--- src/rtl/uart_rx_ctrl.sv ---
// Sequencing controller for a 16x-oversampled UART receiver.
// It runs the receiver enable FSM, buffers received bytes in a FWFT FIFO, classifies errors and flags idle gaps.
module uart_rx_ctrl #(
  parameter int DEPTH          = 8,
  parameter int DATA_LSB       = 1,
  parameter int RECOVER_CYCLES = 32,
  parameter int TIMEOUT        = 2048
) (
  input  logic                       ctrl_Clk,
  input  logic                       i_Rst_n,
  input  logic                       i_go,
  input  logic                       i_clr,
  output logic                       o_rx_enable,
  input  logic                       i_rx_valid,
  input  logic [9:0]                 i_rx_byte,
  input  logic [2:0]                 i_rx_error,
  output logic [7:0]                 o_data,
  output logic                       o_data_valid,
  input  logic                       i_data_ready,
  output logic [$clog2(DEPTH+1)-1:0] o_fifo_count,
  output logic                       o_overflow,
  output logic [7:0]                 o_err_cnt,
  output logic [2:0]                 o_last_error,
  output logic                       o_idle,
  output logic [1:0]                 o_state
);

  localparam int PTR_W  = $clog2(DEPTH);
  localparam int CNT_W  = $clog2(DEPTH + 1);
  localparam int REC_W  = $clog2(RECOVER_CYCLES);
  localparam int IDLE_W = $clog2(TIMEOUT);

  typedef enum logic [1:0] {
    OFF     = 2'd0,
    ARM     = 2'd1,
    RUN     = 2'd2,
    RECOVER = 2'd3
  } state_t;

  state_t            state, next_state;
  logic [REC_W-1:0]  rec_cnt;
  logic [2:0]        prev_error;
  logic              err_event;
  logic              err_counted;
  logic              accept;
  logic              cap_valid;
  logic [7:0]        cap_byte;
  logic [7:0]        mem [DEPTH];
  logic [PTR_W-1:0]  wr_ptr, rd_ptr;
  logic [CNT_W-1:0]  count;
  logic              full, do_push, do_pop, drop;
  logic [IDLE_W-1:0] idle_cnt;
  logic              idle_armed;
  logic              unused_frame_bits;

  assign unused_frame_bits = ^i_rx_byte;

  assign err_event   = (i_rx_error != 3'b000) && (prev_error == 3'b000);
  assign err_counted = err_event && ((state == RUN) || (state == RECOVER));
  assign accept      = i_rx_valid && (state == RUN);

  always_ff @(posedge ctrl_Clk or negedge i_Rst_n) begin
    if (!i_Rst_n) begin
      state       <= OFF;
      o_rx_enable <= 1'b0;
      prev_error  <= 3'b000;
    end else begin
      state       <= next_state;
      o_rx_enable <= (next_state == ARM) || (next_state == RUN);
      prev_error  <= i_rx_error;
    end
  end

  // Dropping i_go overrides every other transition.
  always_comb begin
    next_state = state;
    case (state)
      OFF:     if (i_go) next_state = ARM;
      ARM:     next_state = RUN;
      RUN:     if (err_event) next_state = RECOVER;
      RECOVER: if (rec_cnt == '0) next_state = i_go ? ARM : OFF;
      default: next_state = OFF;
    endcase
    if (!i_go) next_state = OFF;
  end

  // Loaded with N-1 on entry so RECOVER lasts exactly RECOVER_CYCLES cycles.
  always_ff @(posedge ctrl_Clk or negedge i_Rst_n) begin
    if (!i_Rst_n) begin
      rec_cnt <= '0;
    end else if ((next_state == RECOVER) && (state != RECOVER)) begin
      rec_cnt <= REC_W'(RECOVER_CYCLES - 1);
    end else if ((state == RECOVER) && (rec_cnt != '0)) begin
      rec_cnt <= rec_cnt - 1'b1;
    end
  end

  always_ff @(posedge ctrl_Clk or negedge i_Rst_n) begin
    if (!i_Rst_n) begin
      o_err_cnt    <= 8'd0;
      o_last_error <= 3'b000;
    end else if (err_counted) begin
      if (o_err_cnt != 8'hFF) o_err_cnt <= o_err_cnt + 8'd1;
      o_last_error <= i_rx_error;
    end else if (i_clr) begin
      o_err_cnt    <= 8'd0;
      o_last_error <= 3'b000;
    end
  end

  // One capture stage between the receiver and the FIFO write port.
  always_ff @(posedge ctrl_Clk or negedge i_Rst_n) begin
    if (!i_Rst_n) begin
      cap_valid <= 1'b0;
      cap_byte  <= 8'd0;
    end else begin
      cap_valid <= accept;
      if (accept) cap_byte <= i_rx_byte[DATA_LSB +: 8];
    end
  end

  assign full         = (count == CNT_W'(DEPTH));
  assign o_data_valid = (count != '0);
  assign do_pop       = o_data_valid && i_data_ready;
  assign do_push      = cap_valid && (!full || do_pop);
  assign drop         = cap_valid && full && !do_pop;
  assign o_data       = o_data_valid ? mem[rd_ptr] : 8'd0;
  assign o_fifo_count = count;

  always_ff @(posedge ctrl_Clk) begin
    if (do_push) mem[wr_ptr] <= cap_byte;
  end

  always_ff @(posedge ctrl_Clk or negedge i_Rst_n) begin
    if (!i_Rst_n) begin
      wr_ptr <= '0;
      rd_ptr <= '0;
      count  <= '0;
    end else begin
      if (do_push) wr_ptr <= wr_ptr + 1'b1;
      if (do_pop)  rd_ptr <= rd_ptr + 1'b1;
      case ({do_push, do_pop})
        2'b10:   count <= count + 1'b1;
        2'b01:   count <= count - 1'b1;
        default: count <= count;
      endcase
    end
  end

  always_ff @(posedge ctrl_Clk or negedge i_Rst_n) begin
    if (!i_Rst_n) begin
      o_overflow <= 1'b0;
    end else if (drop) begin
      o_overflow <= 1'b1;
    end else if (i_clr) begin
      o_overflow <= 1'b0;
    end
  end

  // The counter parks at TIMEOUT-1 once reached; the armed flag makes the pulse one-shot.
  always_ff @(posedge ctrl_Clk or negedge i_Rst_n) begin
    if (!i_Rst_n) begin
      idle_cnt   <= '0;
      idle_armed <= 1'b0;
    end else if (state != RUN) begin
      idle_cnt   <= '0;
      idle_armed <= 1'b0;
    end else if (accept) begin
      idle_cnt   <= '0;
      idle_armed <= 1'b1;
    end else begin
      if (idle_cnt != IDLE_W'(TIMEOUT - 1)) idle_cnt <= idle_cnt + 1'b1;
      if (o_idle) idle_armed <= 1'b0;
    end
  end

  assign o_idle  = idle_armed && (idle_cnt == IDLE_W'(TIMEOUT - 1)) && (state == RUN);
  assign o_state = state;

endmodule
--- config.mk ---
export PLATFORM = sky130hd
export DESIGN_NAME = uart_rx_ctrl
export DESIGN_NICKNAME = d
export VERILOG_FILES = /design/src/rtl/uart_rx_ctrl.sv
export SDC_FILE = /design/constraint.sdc
export NUM_CORES = 1
export LEC_CHECK = 0
export BUFFER_PORTS_ARGS = -buffer_cell sky130_fd_sc_hd__buf_2
export CORE_MARGIN = 2
export CORE_UTILIZATION = 53
export DETAILED_ROUTE_END_ITERATION = 12
export PLACE_DENSITY_LB_ADDON = 0.05
export SYNTH_ARGS = -nofsm -noshare
export SYNTH_HDL_FRONTEND = slang
export SYNTH_SLANG_ARGS = --single-unit
--- constraint.sdc ---
create_clock -name ctrl_Clk -period 2.38 [get_ports ctrl_Clk]
set_clock_uncertainty 0.2 [all_clocks]
set_input_delay 0.357 -clock ctrl_Clk [delete_from_list [all_inputs] [get_ports ctrl_Clk]]
set_output_delay 0.357 -clock ctrl_Clk [all_outputs]
set_load 0.005 [all_outputs]
==> results by group <==
STA
  • Hold Fails Final Rpt: 0
  • Final setup fails: 8
  • Slew headroom: 60.0%
  • F_max: 393 MHz
  • Slew of the pin with the lowest slew margin: 0.600 ns
  • RSZ-0062 raised after global routing: true
  • Tcrit/Tclk final: 107%
  • Tmin final: 2.54 ns
  • Setup WS post-layout: -0.164 ns
  • Final number of max-transition violations: 0
  • Hold WS: 0.189 ns

Yosys
  • Syn Inst Count: 342
  • Synthesized cell area: 5070 um^2
  • Yosys cell types: 56
  • YS warnings: 0
  • Post-synth EDFFs: 64
  • Post-synth net total: 372
  • Syn avg cell area: 14.8 um^2
  • Seq cells post-synth: 118
  • Seq/Total Area, Yosys: 64.5%
  • Async S/R FF share, synth: 45.8%
  • Main synth FF type: edfxtp_1

Min path
  • Hold crit path type: primary input to asynchronous set/reset pin

Global routing
  • Largest net degree at the start of global routing: 36
  • First-pass GRT wire length: 16000 um
  • Gr usage total: 20.9%
  • Vias in the first global route: 3178
  • Initial antenna violation count: 0
  • GR Overflow Total: 0

Power and ir drop
  • PD cells: 1130 nW/um^2
  • Maximum vdd ir drop: 651 uV
  • LEAKAGE: 2.64 nW
  • Total power: 7.39 mW

CTS
  • CTS tree: built
  • Root Driver: clkbuf_8
  • Clk_lat worst skew: 0.50 ns
  • Worst-path clk slew: 0.06 ns
  • CTS Sinks: 118
  • Total CTS buffers: 17
  • CTS H-tree lvls: 4
  • Max clock buf depth: 2

Floorplanning
  • Initial core utilization: 54.6%
  • Core area: 9280 um^2
  • Die Wd: 102 um
  • Site row count: 35
  • Die area: 10400 um^2
  • Io pins: 48
  • Die H: 102 um

Outcome
  • Status: finished, violations left
  • Failing checks: setup timing

Route
  • Detail Route Antenna Nets: 0
  • Routed WL: 9950 um
  • Via Count: 3114
  • Initial DRC count: 113
  • # DRC: 0
  • Pre-antenna DRT Iters: 4
  • Routed vias/inst: 5.35
  • Drt wl/cell: 17.1 um

Cells and area
  • Core Util, Final: 70.2%
  • Ant diodes: 0
  • Area Growth Syn to Fin: 28.5%
  • Finished Layout Cells: 582
  • Share of cells above drive strength 1: 34.0%
  • Nets: 470

Placed design
  • Number of buffers added on ports: 45
  • Hpwl dp: 6370 um
  • Placed insts: 530
  • Post-place setup slack: -0.0232 ns
  • Final Wtd Congestion: 0.731

Flow run
  • Max_cap viols: 0

Setup path
  • Worst setup SP type: register
  • Crit path required time: 1.82 ns
  • Crit path arrival time: 1.99 ns
  • CP startpoint: rd_ptr[0]
  • Reg2reg start: o_fifo_count[1]
  • CP endpoint kind: output port
  • Crit path max fanout: 9
  • Crit Path Class: register to output port
==> layout make-up <==
| class | count | area (um^2) |
|---|---|---|
| clock buffers | 18 | 418 |
| clock inverters | 14 | 203 |
| fillers | 667 | 2760 |
| inverters | 14 | 55.1 |
| multi-input cells | 202 | 1770 |
| flip-flops and latches | 118 | 3280 |
| well taps | 129 | 161 |
| repair buffers | 87 | 636 |
==> kinds of logic after synthesis <==
logic type,Yosys count,share of synthesized area (%)
xor+xnor,8,1.38
fa+ha+maj,11,2.86
compound gates,43,5.70
mux,40,12.3
flops,118,64.5
buf+inv,22,1.90
simple gates,100,11.4
==> sequential cells by signal (all words and copies together), names as in the netlist, 2 cells and up <==
| register | cells |
|---|---|
| o_err_cnt | 8 |
| idle_cnt | 11 |
| prev_error | 3 |
| o_last_error | 3 |
| o_fifo_count | 4 |
| wr_ptr | 3 |
| mem | 64 |
| rd_ptr | 3 |
| cap_byte | 8 |
| o_state | 2 |
| rec_cnt | 5 |
==> worst paths after layout <==
check,to,slack (ns),cells after the start
worst max-delay path,o_data[3],-0.16,5
worst min-delay path,rd_ptr[2],0.19,2
worst max register to register,o_fifo_count[3],0.01,11
worst min register to register,rec_cnt[4],0.28,1
max in group asynchronous,idle_cnt[0],1.20,3
min in group ctrl_Clk,rec_cnt[4],0.28,1
==> layer usage <==
layer / up-vias / global-route usage [%] / routed length [um] / share of wire [%]
li1: 1500 / - / - / -
met3: 14 / 3.35 / 362 / 3.6
met5: - / 0 / 0 / 0
met4: 0 / 8.62 / 139 / 1.4
met2: 71 / 34.4 / 4940 / 50
met1: 1529 / 28.2 / 4510 / 45
==> timing repair <==
item                                   in CTS  in global routing
endpoints found under the hold margin      40                  0
pin swaps                                   5                  4
buffers inserted                            1                  2
gates resized for setup                     1                 11
setup endpoints to repair                  10                 10
cloned                                      0                  1
hold buffers                               16                  0
==> cell usage in the layout (no fill, tap or decap), drive strengths merged, types with 5 or more instances in the layout <==
cell type and n:
buf 70, nand3 8, dfrtp 54, mux4 16
nand2 17, dlygate4sd3 16, nand2b 6, nor2 26
o21ai 12, edfxtp 64, xnor2 5, nor3 8
and3 5, or3 6, clkbuf 19, a21oi 9
clkinv 8, ha 10, inv 15, mux2 11
mux2i 13
==> cells in the mapped netlist (all sizes together) (2+ instances only) <==
cell type | count | area (um^2)
a211oi | 2 | 20.0
a21oi | 9 | 45.0
a22o | 4 | 35.0
a311oi | 2 | 17.5
a31oi | 3 | 18.8
and2 | 2 | 13.8
and3 | 5 | 31.3
and4 | 2 | 17.5
buf | 6 | 35.0
clkbuf | 2 | 8.75
dfrtp | 54 | 1350
edfxtp | 64 | 1920
ha | 10 | 125
inv | 14 | 52.6
mux2 | 11 | 131
mux2i | 13 | 130
mux4 | 16 | 360
nand2 | 17 | 63.8
nand2b | 6 | 37.5
nand3 | 8 | 45.0
nand4 | 2 | 12.5
nor2 | 26 | 114
nor2b | 4 | 25.0
nor3 | 8 | 40.0
nor3b | 3 | 22.5
nor4 | 3 | 33.8
nor4b | 2 | 32.5
o21a | 3 | 22.5
o21ai | 12 | 63.8
o311ai | 2 | 17.5
o31ai | 2 | 15.0
or2 | 2 | 12.5
or3 | 6 | 42.5
or4 | 2 | 15.0
xnor2 | 5 | 43.8
xor2 | 3 | 26.3
==> critical path, cell delays in order, from the launching register on <==
cell,delay [ns]
dfrtp_2,0.43
buf_12,0.17
mux4_2,0.52
mux2i_2,0.19
nor2_1,0.05
buf_2,0.12
==> through the flow <==
step                instance area, um^2  TNS, ns
floorplan                          5100  -0.0597
global placement                   5650        0
detailed placement                 5650  -0.0232
CTS                                6440    -1.23
global route                       6520    -1.81
finish                             6520    -1.02
==> power breakdown <==
part	internal, mW	switching [mW]	total (mW)
Combinational	1.01	0.812	1.83
Clock	1.71	0.908	2.62
Sequential	2.57	0.368	2.94
Total	5.30	2.09	7.39
Note: power is estimated with default switching activity, not from simulation.
